### src/rtl/risc_pkg.sv
// Shared types for the data-memory path: access sizes, the arbiter FSM state and
// the command captured at grant time.
package risc_pkg;

    typedef enum logic [1:0] {
        BYTE      = 2'd0,
        HALF_WORD = 2'd1,
        WORD      = 2'd2
    } mem_size_t;

    typedef enum logic {
        IDLE   = 1'b0,
        ACCESS = 1'b1
    } dmem_arb_state_t;

    typedef struct packed {
        logic        wr_en;
        mem_size_t   size;
        logic [31:0] addr;
        logic [31:0] wr_data;
        logic        zero_extend;
    } dmem_cmd_t;

    // Natural alignment: halfwords on even bytes, words on 4-byte boundaries.
    function automatic logic misaligned(input mem_size_t size, input logic [1:0] low);
        case (size)
            HALF_WORD: return low[0];
            WORD:      return low != 2'b00;
            default:   return 1'b0;
        endcase
    endfunction

endpackage

### src/rtl/dmem_arbiter_rr_arb2.sv
// Two-way round-robin grant: a sole requester wins; on a tie the master that was
// not granted last wins.
module rr_arb2 (
    input  logic [1:0] req,
    input  logic       last,
    output logic [1:0] gnt
);

    always_comb begin
        gnt = req;
        if (req == 2'b11) begin
            gnt = last ? 2'b01 : 2'b10;
        end
    end

endmodule

### src/rtl/dmem_arbiter.sv
// Shares the single-ported data memory between the core LSU (master 0) and the
// DMA/debug master (master 1): grant, one access cycle, then a registered response.
module dmem_arbiter
    import risc_pkg::*;
#(
    parameter int ADDR_WIDTH = 16
) (
    input  logic                  clk,
    input  logic                  rst,

    input  logic [1:0]            m_req,
    input  logic [1:0]            m_wr_en,
    input  logic [1:0]            m_zero_extend,
    input  mem_size_t [1:0]       m_size,
    input  logic [1:0][31:0]      m_addr,
    input  logic [1:0][31:0]      m_wr_data,
    output logic [1:0]            m_gnt,
    output logic [1:0]            m_rvalid,
    output logic [1:0]            m_err,
    output logic [31:0]           m_rdata,

    output logic                  dmem_req,
    output logic                  dmem_wr_en,
    output logic                  dmem_zero_extend,
    output mem_size_t             dmem_data_size,
    output logic [31:0]           dmem_addr,
    output logic [31:0]           dmem_wr_data,
    input  logic [31:0]           dmem_rd_data
);

    dmem_arb_state_t state;
    dmem_cmd_t       cmd;
    logic            last_gnt;
    logic [1:0]      arb_gnt;
    logic            gnt_idx;
    logic            cmd_illegal;
    logic            issue;
    logic [1:0]      owner_oh;

    function automatic logic out_of_range(input logic [31:0] addr);
        return (addr >> ADDR_WIDTH) != 32'd0;
    endfunction

    rr_arb2 u_rr_arb2 (
        .req  (m_req),
        .last (last_gnt),
        .gnt  (arb_gnt)
    );

    assign m_gnt   = (state == IDLE) ? arb_gnt : 2'b00;
    assign gnt_idx = arb_gnt[1];

    // last_gnt only moves on a grant, so during ACCESS it names the command owner.
    assign owner_oh    = last_gnt ? 2'b10 : 2'b01;
    assign cmd_illegal = misaligned(cmd.size, cmd.addr[1:0]) || out_of_range(cmd.addr);
    assign issue       = (state == ACCESS) && !cmd_illegal;

    // Memory port is gated by state, so an asynchronous reset silences it at once.
    assign dmem_req         = issue;
    assign dmem_wr_en       = issue ? cmd.wr_en       : 1'b0;
    assign dmem_zero_extend = issue ? cmd.zero_extend : 1'b0;
    assign dmem_data_size   = issue ? cmd.size        : BYTE;
    assign dmem_addr        = issue ? cmd.addr        : 32'd0;
    assign dmem_wr_data     = issue ? cmd.wr_data     : 32'd0;

    always_ff @(posedge clk) begin
        if (state == IDLE && m_req != 2'b00) begin
            cmd <= '{wr_en:       m_wr_en[gnt_idx],
                     size:        m_size[gnt_idx],
                     addr:        m_addr[gnt_idx],
                     wr_data:     m_wr_data[gnt_idx],
                     zero_extend: m_zero_extend[gnt_idx]};
        end
    end

    always_ff @(posedge clk or posedge rst) begin
        if (rst) begin
            state    <= IDLE;
            last_gnt <= 1'b1;
            m_rvalid <= 2'b00;
            m_err    <= 2'b00;
            m_rdata  <= 32'd0;
        end else begin
            m_rvalid <= 2'b00;
            case (state)
                IDLE: begin
                    if (m_req != 2'b00) begin
                        state    <= ACCESS;
                        last_gnt <= gnt_idx;
                    end
                end
                ACCESS: begin
                    state    <= IDLE;
                    m_rvalid <= owner_oh;
                    m_err    <= cmd_illegal ? owner_oh : 2'b00;
                    m_rdata  <= (cmd_illegal || cmd.wr_en) ? 32'd0 : dmem_rd_data;
                end
                default: state <= IDLE;
            endcase
        end
    end

endmodule

### config.mk
export PLATFORM = sky130hd
export DESIGN_NAME = dmem_arbiter
export DESIGN_NICKNAME = d
export VERILOG_FILES = /design/src/rtl/risc_pkg.sv /design/src/rtl/dmem_arbiter_rr_arb2.sv /design/src/rtl/dmem_arbiter.sv
export SDC_FILE = /design/constraint.sdc
export NUM_CORES = 1
export LEC_CHECK = 0
export ABC_CLOCK_PERIOD_IN_PS = 7500
export CORE_ASPECT_RATIO = 1.75
export CORE_MARGIN = 2
export CORE_UTILIZATION = 40
export CTS_BUF_LIST = sky130_fd_sc_hd__clkbuf_16
export DETAILED_ROUTE_END_ITERATION = 8
export DONT_BUFFER_PORTS = 1
export GPL_TIMING_DRIVEN = 0
export PLACE_DENSITY = 0.58
export SYNTH_ARGS = -nofsm -noshare
export SYNTH_HDL_FRONTEND = slang
export SYNTH_SLANG_ARGS = --single-unit
### constraint.sdc
create_clock -name clk -period 7.5 [get_ports clk]
set_input_delay 0.375 -clock clk [delete_from_list [all_inputs] [get_ports clk]]
set_output_delay 0.375 -clock clk [all_outputs]
set_load 0.005 [all_outputs]
==> After elaboration in Yosys (flattened, before gate mapping) <==
Index checks and enable logic that the tools add are counted.
{ "classes": {"order_cmp": 1, "n_eq_ne": 3, "n_mux": 25, "bitwise_logic": 1, "n_reduce_logical": 9} }
{ "ops": {"columns": ["operator", "n"], "rows": [
  ["$mux W32", 7],
  ["$reduce_bool A32 Y1", 1],
  ["$mux W2", 9],
  ["$mux W1", 7],
  ["$eq A2 B2 Y1 const B", 2],
  ["$pmux W1 S2", 2],
  ["$reduce_bool A2 Y1", 2],
  ["$eq A2 B1 Y1 const B", 1],
  ["$logic_and A1 B1 Y1", 2],
  ["$logic_or A1 B1 Y1", 2],
  ["$lt A1 B2 Y1 const B", 1],
  ["$reduce_and A2 Y1", 1],
  ["$logic_not A1 Y1", 1],
  ["$not A1 Y1", 1]
]} }
{ "totals": {"regBits": 106, "in_bits": 172, "out_inout_bits": 107, "wordCells": 49} }

==> Depth between registers and ports, before layout <==
Gate-level depths: netlist (run 1).
{ "depth": {"word_depth": 6, "depth_mapped": 8, "depth_no_buf": 6} }

==> Cells and area by module <==
Synthesis (run 1) repeated with hierarchy kept, for this count alone.
{ "hier_totals": {"hier_cells": 392, "area_unflattened_um2": 5139.9} }
{ "modules_own_cells": {"columns": ["mod", "n_inst", "cells_per_inst", "area_per_inst_um2", "seq_area_each_um2"], "rows": [
  ["dmem_arbiter", 1, 389, 5121.2, 2994.1],
  ["rr_arb2", 1, 3, 18.8, 0.0]
]} }

==> Worst setup path before layout (run 1) <==
OpenSTA, ideal clock, no wires.
{ "synth_timing": {"kind": "register to register", "start": "register state", "end": "register cmd[0] (netlist name) (enable)", "setup_time_ns": 0.497, "arrival_time_ns": 3.804, "path_slack_ns": 3.199, "stages_incl_launch_ff": 4, "n_path_buf": 2, "cell_sequence": "dfrtp_1 > clkbuf_1 > buf_1 > nor2_1"} }
{ "synth_between": {"elab_chain_cells": 2} }
{ "synth_lines": {"columns": ["element", "line_no", "text"], "rows": [
  ["from (decl)", "dmem_arbiter.sv:31", "dmem_arb_state_t state;"],
  ["from (signal assigned)", "dmem_arbiter.sv:78", "state <= IDLE;"],
  ["from (signal assigned)", "dmem_arbiter.sv:88", "state <= ACCESS;"],
  ["from (signal assigned)", "dmem_arbiter.sv:93", "state <= IDLE;"],
  ["$not A1 Y1 (no line)", null, null],
  ["$logic_and A1 B1 Y1", "dmem_arbiter.sv:67", "if (state == IDLE && m_req != 2'b00) begin"],
  ["to (signal assigned)", "dmem_arbiter.sv:68", "cmd <= '{wr_en: m_wr_en[gnt_idx],"],
  ["to (decl)", "dmem_arbiter.sv:32", "dmem_cmd_t cmd;"]
]} }
No other way between the ends.
A chain may end at the register's enable or synchronous reset.

==> Final worst setup path (run 1) <==
{ "layout_timing": {"start": "register cmd[52] (netlist name)", "end": "output dmem_wr_data[24]"} }
{ "layout_between": {"elab_chain_cells": 5} }
{ "layout_lines": {"columns": ["element", "line_no", "text"], "rows": [
  ["$reduce_bool A32 Y1", "dmem_arbiter.sv:41", "return (addr >> ADDR_WIDTH) != 32'd0;"],
  ["$logic_or A1 B1 Y1", "dmem_arbiter.sv:55", "assign cmd_illegal = misaligned(cmd.size, cmd.addr[1:0]) || out_of_range(cmd.addr);"],
  ["$logic_not A1 Y1", "dmem_arbiter.sv:56", "assign issue = (state == ACCESS) && !cmd_illegal;"],
  ["$logic_and A1 B1 Y1", "dmem_arbiter.sv:56", null],
  ["via dmem_req", "dmem_arbiter.sv:22", "output logic dmem_req,"],
  ["$mux W32", "dmem_arbiter.sv:64", "assign dmem_wr_data = issue ? cmd.wr_data : 32'd0;"],
  ["to (decl)", "dmem_arbiter.sv:27", "output logic [31:0] dmem_wr_data,"]
]} }
The timed path passes the listed nets, and every way through them passes these cells.

==> results of run 1 <==
## cell families after synthesis
| group | synth area share |
|---|---|
| AO/OA/AOI/OAI | 0.0819 |
| adder cells (fa/ha/maj) | 0.00487 |
| AND/OR/NAND/NOR | 0.0875 |
| multiplexers | 0.149 |
| buffers and inverters | 0.0928 |
| other | 0.000730 |
| flip-flops | 0.583 |
## state kept, by name, summed over array words and instances (netlist names)
register  flops
m_err         2
cmd          68
state         1
m_rvalid      2
m_rdata      32
last_gnt      1
## final timing paths
| kind | startpoint | to | slack [ns] | depth (start not counted) |
|---|---|---|---|---|
| worst max-delay path | cmd[52]$_DFFE_PP_ | dmem_wr_data[24] | 4.81 | 5 |
| worst min-delay path | rst | m_rdata[26]$_DFFE_PP0P_ | 0.02 | 1 |
| worst max register to register | state$_DFF_PP0_ | cmd[14]$_DFFE_PP_ | 4.99 | 5 |
| worst min register to register | last_gnt$_DFFE_PP1P_ | m_rvalid[0]$_DFF_PP0_ | 0.52 | 1 |
| max in group asynchronous | rst | m_rdata[22]$_DFFE_PP0P_ | 6.94 | 2 |
| min in group clk | dmem_rd_data[5] | m_rdata[5]$_DFFE_PP0P_ | 0.16 | 2 |
## cell type report
class | instances | area [um^2]
Fill cell | 1171 | 6660
Buffer | 36 | 221
Sequential cell | 106 | 2990
Clock inverter | 6 | 131
Inverter | 68 | 255
Tap cell | 168 | 210
Timing Repair Buffer | 3 | 75.1
Clock buffer | 9 | 225
Multi-Input combinational cell | 196 | 1730
## metrics by stage
stage	cells	cell area [um^2]	hold WS (ns)	setup slack, ns
after floorplan	406	5190	0.484	3.20
after global placement	574	5400	0.502	1.69
after detailed placement	577	5480	0.385	4.94
after CTS	592	5840	0.0192	4.61
after global routing	592	5840	0.0562	4.39
final	592	5840	0.0172	4.81
## Yosys cell counts, drive strengths merged
| master | instances |
|---|---|
| a21oi | 2 |
| dfstp | 1 |
| nor4 | 5 |
| edfxtp | 68 |
| or4 | 1 |
| nor2 | 5 |
| nand2 | 3 |
| nand4 | 1 |
| mux2 | 68 |
| dfrtp | 37 |
| nor2b | 3 |
| nor3b | 1 |
| ha | 2 |
| nand2b | 2 |
| inv | 68 |
| nor3 | 1 |
| o22ai | 32 |
| a21boi | 1 |
| conb | 1 |
| buf | 24 |
| o21ai | 3 |
| and2 | 50 |
| clkbuf | 12 |
## metal layers
metal,GRT usage,up-vias,wire (um)
met3,0.0349,12,918
met2,0.289,165,6100
li1,-,1340,-
met1,0.150,1325,3790
met4,0.0668,0,208
met5,0,-,0
## cell usage in the layout (no fill, tap or decap), types with 3 or more instances in the layout
cell type	count
clkbuf_16	9
buf_6	3
buf_4	16
edfxtp_1	68
buf_2	3
and2_1	50
nor2b_1	3
inv_1	69
clkbuf_1	12
nand2_1	3
conb_1	16
o22ai_2	30
nor4_1	3
mux2_2	68
nor2_1	4
dfrtp_1	37
bufinv_16	4
o21ai_0	3
## worst max-delay path, delay by kind of cell (launching register included)
family        cells  cell delay, ns
simple gates      4            1.26
flops             1            0.35
buf+inv           1            0.37
## power groups by stage
| stage | clock, mW | combinational (mW) | sequential [mW] |
|---|---|---|---|
| 2_1_floorplan | 0 | 0.104 | 0.711 |
| 3_3_place_gp | 0 | 0.128 | 0.717 |
| 3_5_place_dp | 0 | 0.140 | 0.713 |
| 4_1_cts | 0.573 | 0.141 | 0.700 |
| 5_1_grt | 0.594 | 0.152 | 0.705 |
| 6_report | 0.557 | 0.138 | 0.700 |
==> results.sh, run 1 <==
export IMPL_die_w_um=89.7
export IMPL_irDropWorstVdd_mv=0.153
export IMPL_clock_latency_ns=0.34
export IMPL_holdCritPathClass="input port to asynchronous set/reset pin"
export IMPL_final_util=0.467
export IMPL_grt_overflow=0
export IMPL_postRouteWirelength_um=11000
export IMPL_arrival_ns=2.32
export IMPL_switchingPower_mw=0.290
export IMPL_p_clk_frac=0.400
export IMPL_dieHeight_um=154
export IMPL_root_buffer="clkbuf_16"
export IMPL_first_iter_violations=73
export IMPL_p_int_mw=1.10
export IMPL_leakage_nw=2.35
export IMPL_htreeDepth=3
export IMPL_dpl_hpwl_um=8770
export IMPL_post_route_drc_count=0
export IMPL_rsz0062_at_grt="false"
export IMPL_drive_gt1_frac=0.335
export IMPL_synth_seq_cells=106
export IMPL_yosysSeqAreaShare=0.583
export IMPL_cp_data_required_time_ns=7.12
export IMPL_syn_inst=391
export IMPL_dieArea_um2=13800
export IMPL_crit_slowest_cell="nor3_2"
export IMPL_grt_max_degree=28
export IMPL_synth_area_um2=5130
export IMPL_swShare=0.208
export IMPL_first_pass_iters=4
export IMPL_antenna_cells=0
export IMPL_ant_nets=0
export IMPL_wl_per_cell_um=18.6
export IMPL_seqPwrFrac=0.502
export IMPL_p_comb_frac=0.099
export IMPL_synth_top_area_share=0.398
export IMPL_maxSlewHeadroom=0.479
export IMPL_drv_slew=0
export IMPL_setup_violations=0
export IMPL_p_total_mw=1.39
export IMPL_cts_setup_buffers=0
export IMPL_cts_resized=0
export IMPL_max_freq_mhz=371
export IMPL_grt_pass1_vias=2889
export IMPL_yosysTopAreaCell="edfxtp_1"
export IMPL_fin_nets=594
export IMPL_avgSynthCellArea_um2=13.1
export IMPL_core_um2=12500
export IMPL_synth_area_top_cells="edfxtp_1, dfrtp_1, mux2_2, o22ai_2, and2_1"
export IMPL_worstSetupPathType="register to primary output"
export IMPL_io_pins=279
export IMPL_antenna_found_initial=0
export IMPL_crit_fanout=10
export IMPL_critPathMaxStageDelay_ns=0.47
export IMPL_hold_viol=0
export IMPL_portBuffers=0
export IMPL_grtUsageTotal=0.153
export IMPL_p_per_area_nw_per_um2=239
export IMPL_totalNegativeSetupSlack_ns=0
export IMPL_initial_utilization=0.411
export IMPL_cts_hold_buf=0
export IMPL_status="complete, no violations"
export IMPL_yosysWarnings=0
export IMPL_vias=2842
export IMPL_maxCapViolCount=0
export IMPL_finalClockSkew_ns=0.00879
export IMPL_tightest_slew_ns=0.779
export IMPL_synth_cell_types=28
export IMPL_cts_made_buffers=9
export IMPL_place_gp_congestion=0.752
export IMPL_row_count=54
export IMPL_area_delta_synth_final_pct=13.7
export IMPL_cp_end_kind="primary output"
export IMPL_cts_path_max_buffers=2
export IMPL_clock_sinks=106
export IMPL_path_clk_slew_ns=0.06
export IMPL_worstPathCellList="nor4_1 -> nand4_1 -> nor3_2 -> clkbuf_1 -> and2_1"
export IMPL_via_per_inst=4.80
export IMPL_layout_min_cycle_time_ns=2.69
export IMPL_cts_tree="done"
export IMPL_finalCritPeriodShare=0.359
export IMPL_start_kind="register"
export IMPL_grt_pass1_wl_um=15500
(Power assumes the default switching activity.)
==> inputs of run 2 (changes only) <==
ABC_CLOCK_PERIOD_IN_PS = 2300   (was 7500)
PLACE_DENSITY = 0.6   (was 0.58)
clock period = 2.3 ns   (was 7.5 ns; I/O delays follow)
==> run 2 against run 1 <==
The flow now stops in 4_1_cts. Area after synthesis did not move. Synthesized cell count did not move.
==> results.sh, run 2 <==
export IMPL_status="stopped before the end"
export IMPL_stop_stage="4_1_cts"
export IMPL_firstError="[ERROR RSZ-0060] Max buffer count reached."
export IMPL_initial_utilization=0.411
export IMPL_cts_path_max_buffers=2
export IMPL_synth_cell_types=28
export IMPL_synth_top_area_share=0.398
export IMPL_io_pins=279
export IMPL_syn_inst=391
export IMPL_synth_ff_type="edfxtp_1"
export IMPL_async_reset_ff_frac=0.358
export IMPL_dieHeight_um=154
export IMPL_portBuffers=0
export IMPL_cts_hold_buf=120
export IMPL_htreeDepth=3
export IMPL_synth_area_um2=5130
export IMPL_dpl_hpwl_um=8890
export IMPL_root_buffer="clkbuf_16"
export IMPL_yosysWarnings=0
export IMPL_synth_seq_cells=106
export IMPL_yosysTopAreaCell="edfxtp_1"
export IMPL_clock_sinks=106
export IMPL_yosysSeqAreaShare=0.583
export IMPL_row_count=54
export IMPL_synth_edf_count=68
export IMPL_cts_setup_buffers=3
export IMPL_synth_area_top_cells="edfxtp_1, dfrtp_1, mux2_2, o22ai_2, and2_1"
export IMPL_die_w_um=89.7
export IMPL_avgSynthCellArea_um2=13.1
export IMPL_place_gp_congestion=0.726
export IMPL_cts_made_buffers=9
export IMPL_synth_top_cells_by_count="edfxtp_1, inv_1, mux2_2"
export IMPL_cts_resized=7
run 2: cell counts after synthesis:
No cell type changed its count.
run 2: per-stage QoR:
step / std cells / cell area (um^2) / setup TNS [ns] / hold slack (ns) / worst slack [ns]
after floorplan: 406 / 5200 / 0 / 0.243 / 0.0467
after global placement: 574 / 5410 / -38.35 / 0.252 / -0.561
after detailed placement: 576 / 5460 / -0.166 / 0.185 / -0.0278
run 2: logic make-up after synthesis:
| family | share of synthesized area |
|---|---|
| flip-flops | 0.583 |
| buffers and inverters | 0.0928 |
| AND/OR/NAND/NOR | 0.0875 |
| multiplexers | 0.149 |
| AO/OA/AOI/OAI | 0.0819 |
| adder cells (fa/ha/maj) | 0.00487 |
| other | 0.000730 |
==> inputs of run 3 (changes only) <==
ABC_CLOCK_PERIOD_IN_PS = 3000   (was 2300)
CORE_ASPECT_RATIO = unset   (was 1.75)
CORE_UTILIZATION = 25   (was 40)
CTS_BUF_LIST = unset   (was sky130_fd_sc_hd__clkbuf_16)
PLACE_DENSITY = unset   (was 0.6)
PLACE_DENSITY_LB_ADDON = 0.15   (was unset)
clock period = 3 ns   (was 2.3 ns; I/O delays follow)
==> run 3 against run 2 <==
The flow now finishes without violations.
==> results.sh, run 3 (synthesized netlist as in run 1, its figures left out) <==
export IMPL_status="complete, no violations"
export IMPL_initial_utilization=0.255
export IMPL_hold_viol=0
export IMPL_crit_start="last_gnt$_DFFE_PP1P_"
export IMPL_grt_pass1_vias=3386
export IMPL_swShare=0.243
export IMPL_post_route_drc_count=0
export IMPL_p_clk_frac=0.341
export IMPL_tightest_slew_ns=0.833
export IMPL_first_iter_violations=93
export IMPL_cp_end_kind="register"
export IMPL_cts_path_max_buffers=2
export IMPL_cp_data_required_time_ns=3.10
export IMPL_cts_tree="done"
export IMPL_portBuffers=0
export IMPL_root_buffer="clkbuf_16"
export IMPL_die_w_um=147
export IMPL_io_pins=279
export IMPL_first_pass_iters=4
export IMPL_worstSetupPathType="register to register"
export IMPL_p_int_mw=2.49
export IMPL_clock_sinks=106
export IMPL_holdCritPathClass="input port to register"
export IMPL_drv_slew=0
export IMPL_finalInstanceArea_um2=6470
export IMPL_row_count=52
export IMPL_grtUsageTotal=0.116
export IMPL_grt_overflow=0
export IMPL_layout_min_cycle_time_ns=2.73
export IMPL_wl_per_cell_um=16.9
export IMPL_ant_nets=0
export IMPL_place_area_um2=5580
export IMPL_max_freq_mhz=367
export IMPL_fin_nets=654
export IMPL_arrival_ns=2.83
export IMPL_crit_fanout=10
export IMPL_largest_register_ff_count=68
export IMPL_path_clk_slew_ns=0.08
export IMPL_dp_slack_ns=0.472
export IMPL_postRouteWirelength_um=12800
export IMPL_rsz0062_at_grt="false"
export IMPL_dieArea_um2=21700
export IMPL_seqPwrFrac=0.531
export IMPL_start_kind="register"
export IMPL_grt_pass1_wl_um=18800
export IMPL_top_regs="cmd x68, m_rdata x32"
export IMPL_maxCapViolCount=0
export IMPL_worst_slack_ns=0.272
export IMPL_cts_made_buffers=9
export IMPL_dpl_hpwl_um=9400
export IMPL_clock_latency_ns=0.35
export IMPL_largest_register="cmd"
export IMPL_via_per_inst=4.08
export IMPL_r2r_start="last_gnt$_DFFE_PP1P_"
export IMPL_finalCritPeriodShare=0.909
export IMPL_drive_gt1_frac=0.297
export IMPL_switchingPower_mw=0.802
export IMPL_grt_max_degree=39
export IMPL_p_comb_frac=0.128
export IMPL_antenna_cells=0
export IMPL_dieHeight_um=147
export IMPL_irDropWorstVdd_mv=0.312
export IMPL_place_gp_congestion=0.746
export IMPL_leakage_nw=2.54
export IMPL_p_per_area_nw_per_um2=510
export IMPL_antenna_found_initial=1
export IMPL_maxSlewHeadroom=0.444
export IMPL_core_um2=20200
export IMPL_area_delta_synth_final_pct=26.0
export IMPL_htreeDepth=3
export IMPL_min_from="m_addr[13]"
export IMPL_finalClockSkew_ns=0.0128
export IMPL_final_cell_mix="mux2_2, edfxtp_1, inv_1, dlygate4sd3_1, and2_1"
export IMPL_vias=3077
export IMPL_setup_violations=0
export IMPL_final_util=0.321
## run 3: layer usage
layer	vias up	global-route usage	routed length, um
met5	-	0	13
met3	14	0.0522	1460
met4	2	0.0380	189
met1	1399	0.129	4870
li1	1466	-	-
met2	196	0.197	6250
## run 3: area by class of cell
type	count	area (um^2)
inverters	68	255
well taps	270	338
clock buffers	9	225
fillers	2026	13700
flip-flops and latches	106	2990
multi-input cells	196	1730
clock inverters	7	51.3
repair buffers	63	651
plain buffers	36	221
## run 3: worst paths after layout
check                                               end  slack [ns]  cells after the start
worst min register to register     last_gnt$_DFFE_PP1P_        0.53                      2
max in group asynchronous       m_rdata[18]$_DFFE_PP0P_        2.06                      2
min in group asynchronous        m_rdata[6]$_DFFE_PP0P_        0.42                      2
worst min-delay path                  cmd[46]$_DFFE_PP_        0.02                      1
worst max register to register        cmd[29]$_DFFE_PP_        0.27                      5
worst max-delay path                  cmd[29]$_DFFE_PP_        0.27                      5
## run 3: what timing repair did
action	CTS	global route
setup buffers	0	0
setup endpoints to repair	0	2
resized for setup	0	1
hold buffers	59	2
hold endpoints to repair	82	1
## run 3: critical path: stages (launching register included)
cell and delay [ns]:
dfstp_2 0.39, a21boi_2 0.46, buf_2 0.41, buf_2 0.31, mux2_2 0.36, dlygate4sd3_1 0.55
## run 3: through the flow
stage	total power [mW]	setup TNS (ns)	instances	hold slack [ns]
2_1_floorplan	2.03	0	406	0.278
3_3_place_gp	2.12	-18.97	676	0.288
3_5_place_dp	2.14	0	678	0.244
4_1_cts	3.37	0	753	0.000869
5_1_grt	3.47	0	755	0.000811
6_report	3.30	0	755	0.0208
## run 3: power groups by stage
stage / registers [mW] / clock network (mW) / logic, mW
6_report: 1.75 / 1.12 / 0.420
5_1_grt: 1.76 / 1.24 / 0.465
4_1_cts: 1.75 / 1.19 / 0.425
3_5_place_dp: 1.79 / 0 / 0.350
3_3_place_gp: 1.79 / 0 / 0.332
2_1_floorplan: 1.77 / 0 / 0.261
==> inputs of run 4 (changes only) <==
SETUP_SLACK_MARGIN = 0.5   (was unset)
==> run 4 against run 3 <==
Via count stayed put. Clock-buffer cell count unchanged. Sequential power is essentially flat. Final cell count up 0.26%. Global-route usage about the same. Power fell by 0.25%. Register-to-register slack better by 0.47 ns. Fmax up 21%. Critical path type unchanged. Highest routed layer unchanged.
==> results.sh, run 4 (synthesized netlist as in run 1, its figures left out) <==
export IMPL_fin_nets=656
export IMPL_dp_cells=678
export IMPL_clock_sinks=106
export IMPL_final_cell_mix="mux2_2, edfxtp_1, inv_1, dlygate4sd3_1, and2_1"
export IMPL_largest_register_ff_count=68
export IMPL_start_kind="register"
export IMPL_vias=3077
export IMPL_wl_per_cell_um=16.8
export IMPL_tightest_slew_ns=0.837
export IMPL_worstSetupPathType="register to register"
export IMPL_path_clk_slew_ns=0.08
export IMPL_p_total_mw=3.29
export IMPL_holdCritPathClass="input port to register"
export IMPL_grtUsageTotal=0.115
export IMPL_grt_max_degree=39
export IMPL_crit_start="state$_DFF_PP0_"
export IMPL_drv_slew=0
export IMPL_layout_min_cycle_time_ns=2.26
export IMPL_arrival_ns=2.35
export IMPL_grt_pass1_vias=3385
export IMPL_initial_utilization=0.255
export IMPL_r2r_start="state$_DFF_PP0_"
export IMPL_antenna_cells=0
export IMPL_portBuffers=0
export IMPL_first_pass_iters=4
export IMPL_min_path_cells=1
export IMPL_rsz0062_at_grt="false"
export IMPL_fillers=2024
export IMPL_crit_fanout=34
export IMPL_die_w_um=147
export IMPL_largest_register="cmd"
export IMPL_top_regs="cmd x68, m_rdata x32"
export IMPL_hold_ws_ns=0.0163
export IMPL_p_per_area_nw_per_um2=506
export IMPL_hold_viol=0
export IMPL_clock_latency_ns=0.35
export IMPL_fin_cells=757
export IMPL_min_from="m_addr[13]"
export IMPL_ant_nets=0
export IMPL_antenna_found_initial=1
export IMPL_htreeDepth=3
export IMPL_area_delta_synth_final_pct=26.5
export IMPL_finalCritPeriodShare=0.753
export IMPL_cts_tree="done"
export IMPL_irDropWorstVdd_mv=0.300
export IMPL_finalClockSkew_ns=0.0152
export IMPL_dieArea_um2=21700
export IMPL_cp_end_kind="register"
export IMPL_dp_slack_ns=0.472
export IMPL_grt_pass1_wl_um=18900
export IMPL_post_route_drc_count=0
export IMPL_postRouteWirelength_um=12700
export IMPL_leakage_nw=2.58
export IMPL_worst_slack_ns=0.741
export IMPL_place_gp_congestion=0.746
export IMPL_maxCapViolCount=0
export IMPL_dieHeight_um=147
export IMPL_grt_overflow=0
export IMPL_row_count=52
export IMPL_maxSlewHeadroom=0.442
export IMPL_setup_violations=0
export IMPL_cts_made_buffers=9
export IMPL_core_um2=20200
export IMPL_drive_gt1_frac=0.310
export IMPL_r2r_cells=4
export IMPL_via_per_inst=4.06
export IMPL_dpl_hpwl_um=9400
export IMPL_first_iter_violations=85
export IMPL_status="complete, no violations"
export IMPL_cp_data_required_time_ns=3.09
export IMPL_root_buffer="clkbuf_16"
export IMPL_max_freq_mhz=443
export IMPL_io_pins=279
export IMPL_cts_path_max_buffers=2
==> run 4: cell count changes in the layout (fill, tap and decap cells not counted), sizes merged <==
cell and change:
buf +2
==> run 4: per-stage QoR <==
step | TNS [ns] | area (um^2) | util
finish | 0 | 6490 | 0.322
global route | 0 | 6490 | 0.322
CTS | 0 | 6470 | 0.321
detailed placement | 0 | 5580 | 0.276
global placement | -18.97 | 5540 | 0.275
floorplan | 0 | 5200 | -
==> run 4: layout make-up <==
class / instances / area [um^2] / area share
clock buffers: 9 / 225 / 0.0347
clock inverters: 7 / 51.3 / 0.00790
inverters: 68 / 255 / 0.0393
flip-flops and latches: 106 / 2990 / 0.461
plain buffers: 36 / 228 / 0.0351
well taps: 270 / 338 / 0.0520
repair buffers: 65 / 666 / 0.102
multi-input cells: 196 / 1740 / 0.268
==> run 4: routing by layer <==
metal / global-route usage / routed length (um)
met3: 0.0525 / 1440
met4: 0.0380 / 188
met5: 0 / 13
met1: 0.130 / 4900
met2: 0.195 / 6150
==> run 4: final timing paths <==
| check | to | slack, ns |
|---|---|---|
| worst min-delay path | cmd[46]$_DFFE_PP_ | 0.02 |
| min in group asynchronous | m_rdata[6]$_DFFE_PP0P_ | 0.42 |
| worst max-delay path | cmd[14]$_DFFE_PP_ | 0.74 |
| worst min register to register | last_gnt$_DFFE_PP1P_ | 0.53 |
| worst max register to register | cmd[14]$_DFFE_PP_ | 0.74 |
| max in group asynchronous | m_rdata[18]$_DFFE_PP0P_ | 2.06 |
==> run 4: worst max-delay path: stages, from the launching register on <==
cell,delay [ns]
dfrtp_1,0.45
clkbuf_1,0.40
buf_1,0.68
nor2_4,0.20
buf_12,0.24
==> run 4: what timing repair did <==
action	4_1_cts	5_1_grt
endpoints found under the setup margin	57	47
endpoints found under the hold margin	82	1
buffers inserted	2	0
hold buffers	59	2
pin swaps	1	0
gates resized for setup	2	10
==> run 4: power by group <==
group	leakage [nW]	internal, mW	switching, mW
combinational	1.27	0.204	0.205
sequential	1.18	1.71	0.0409
clock	0.130	0.570	0.559
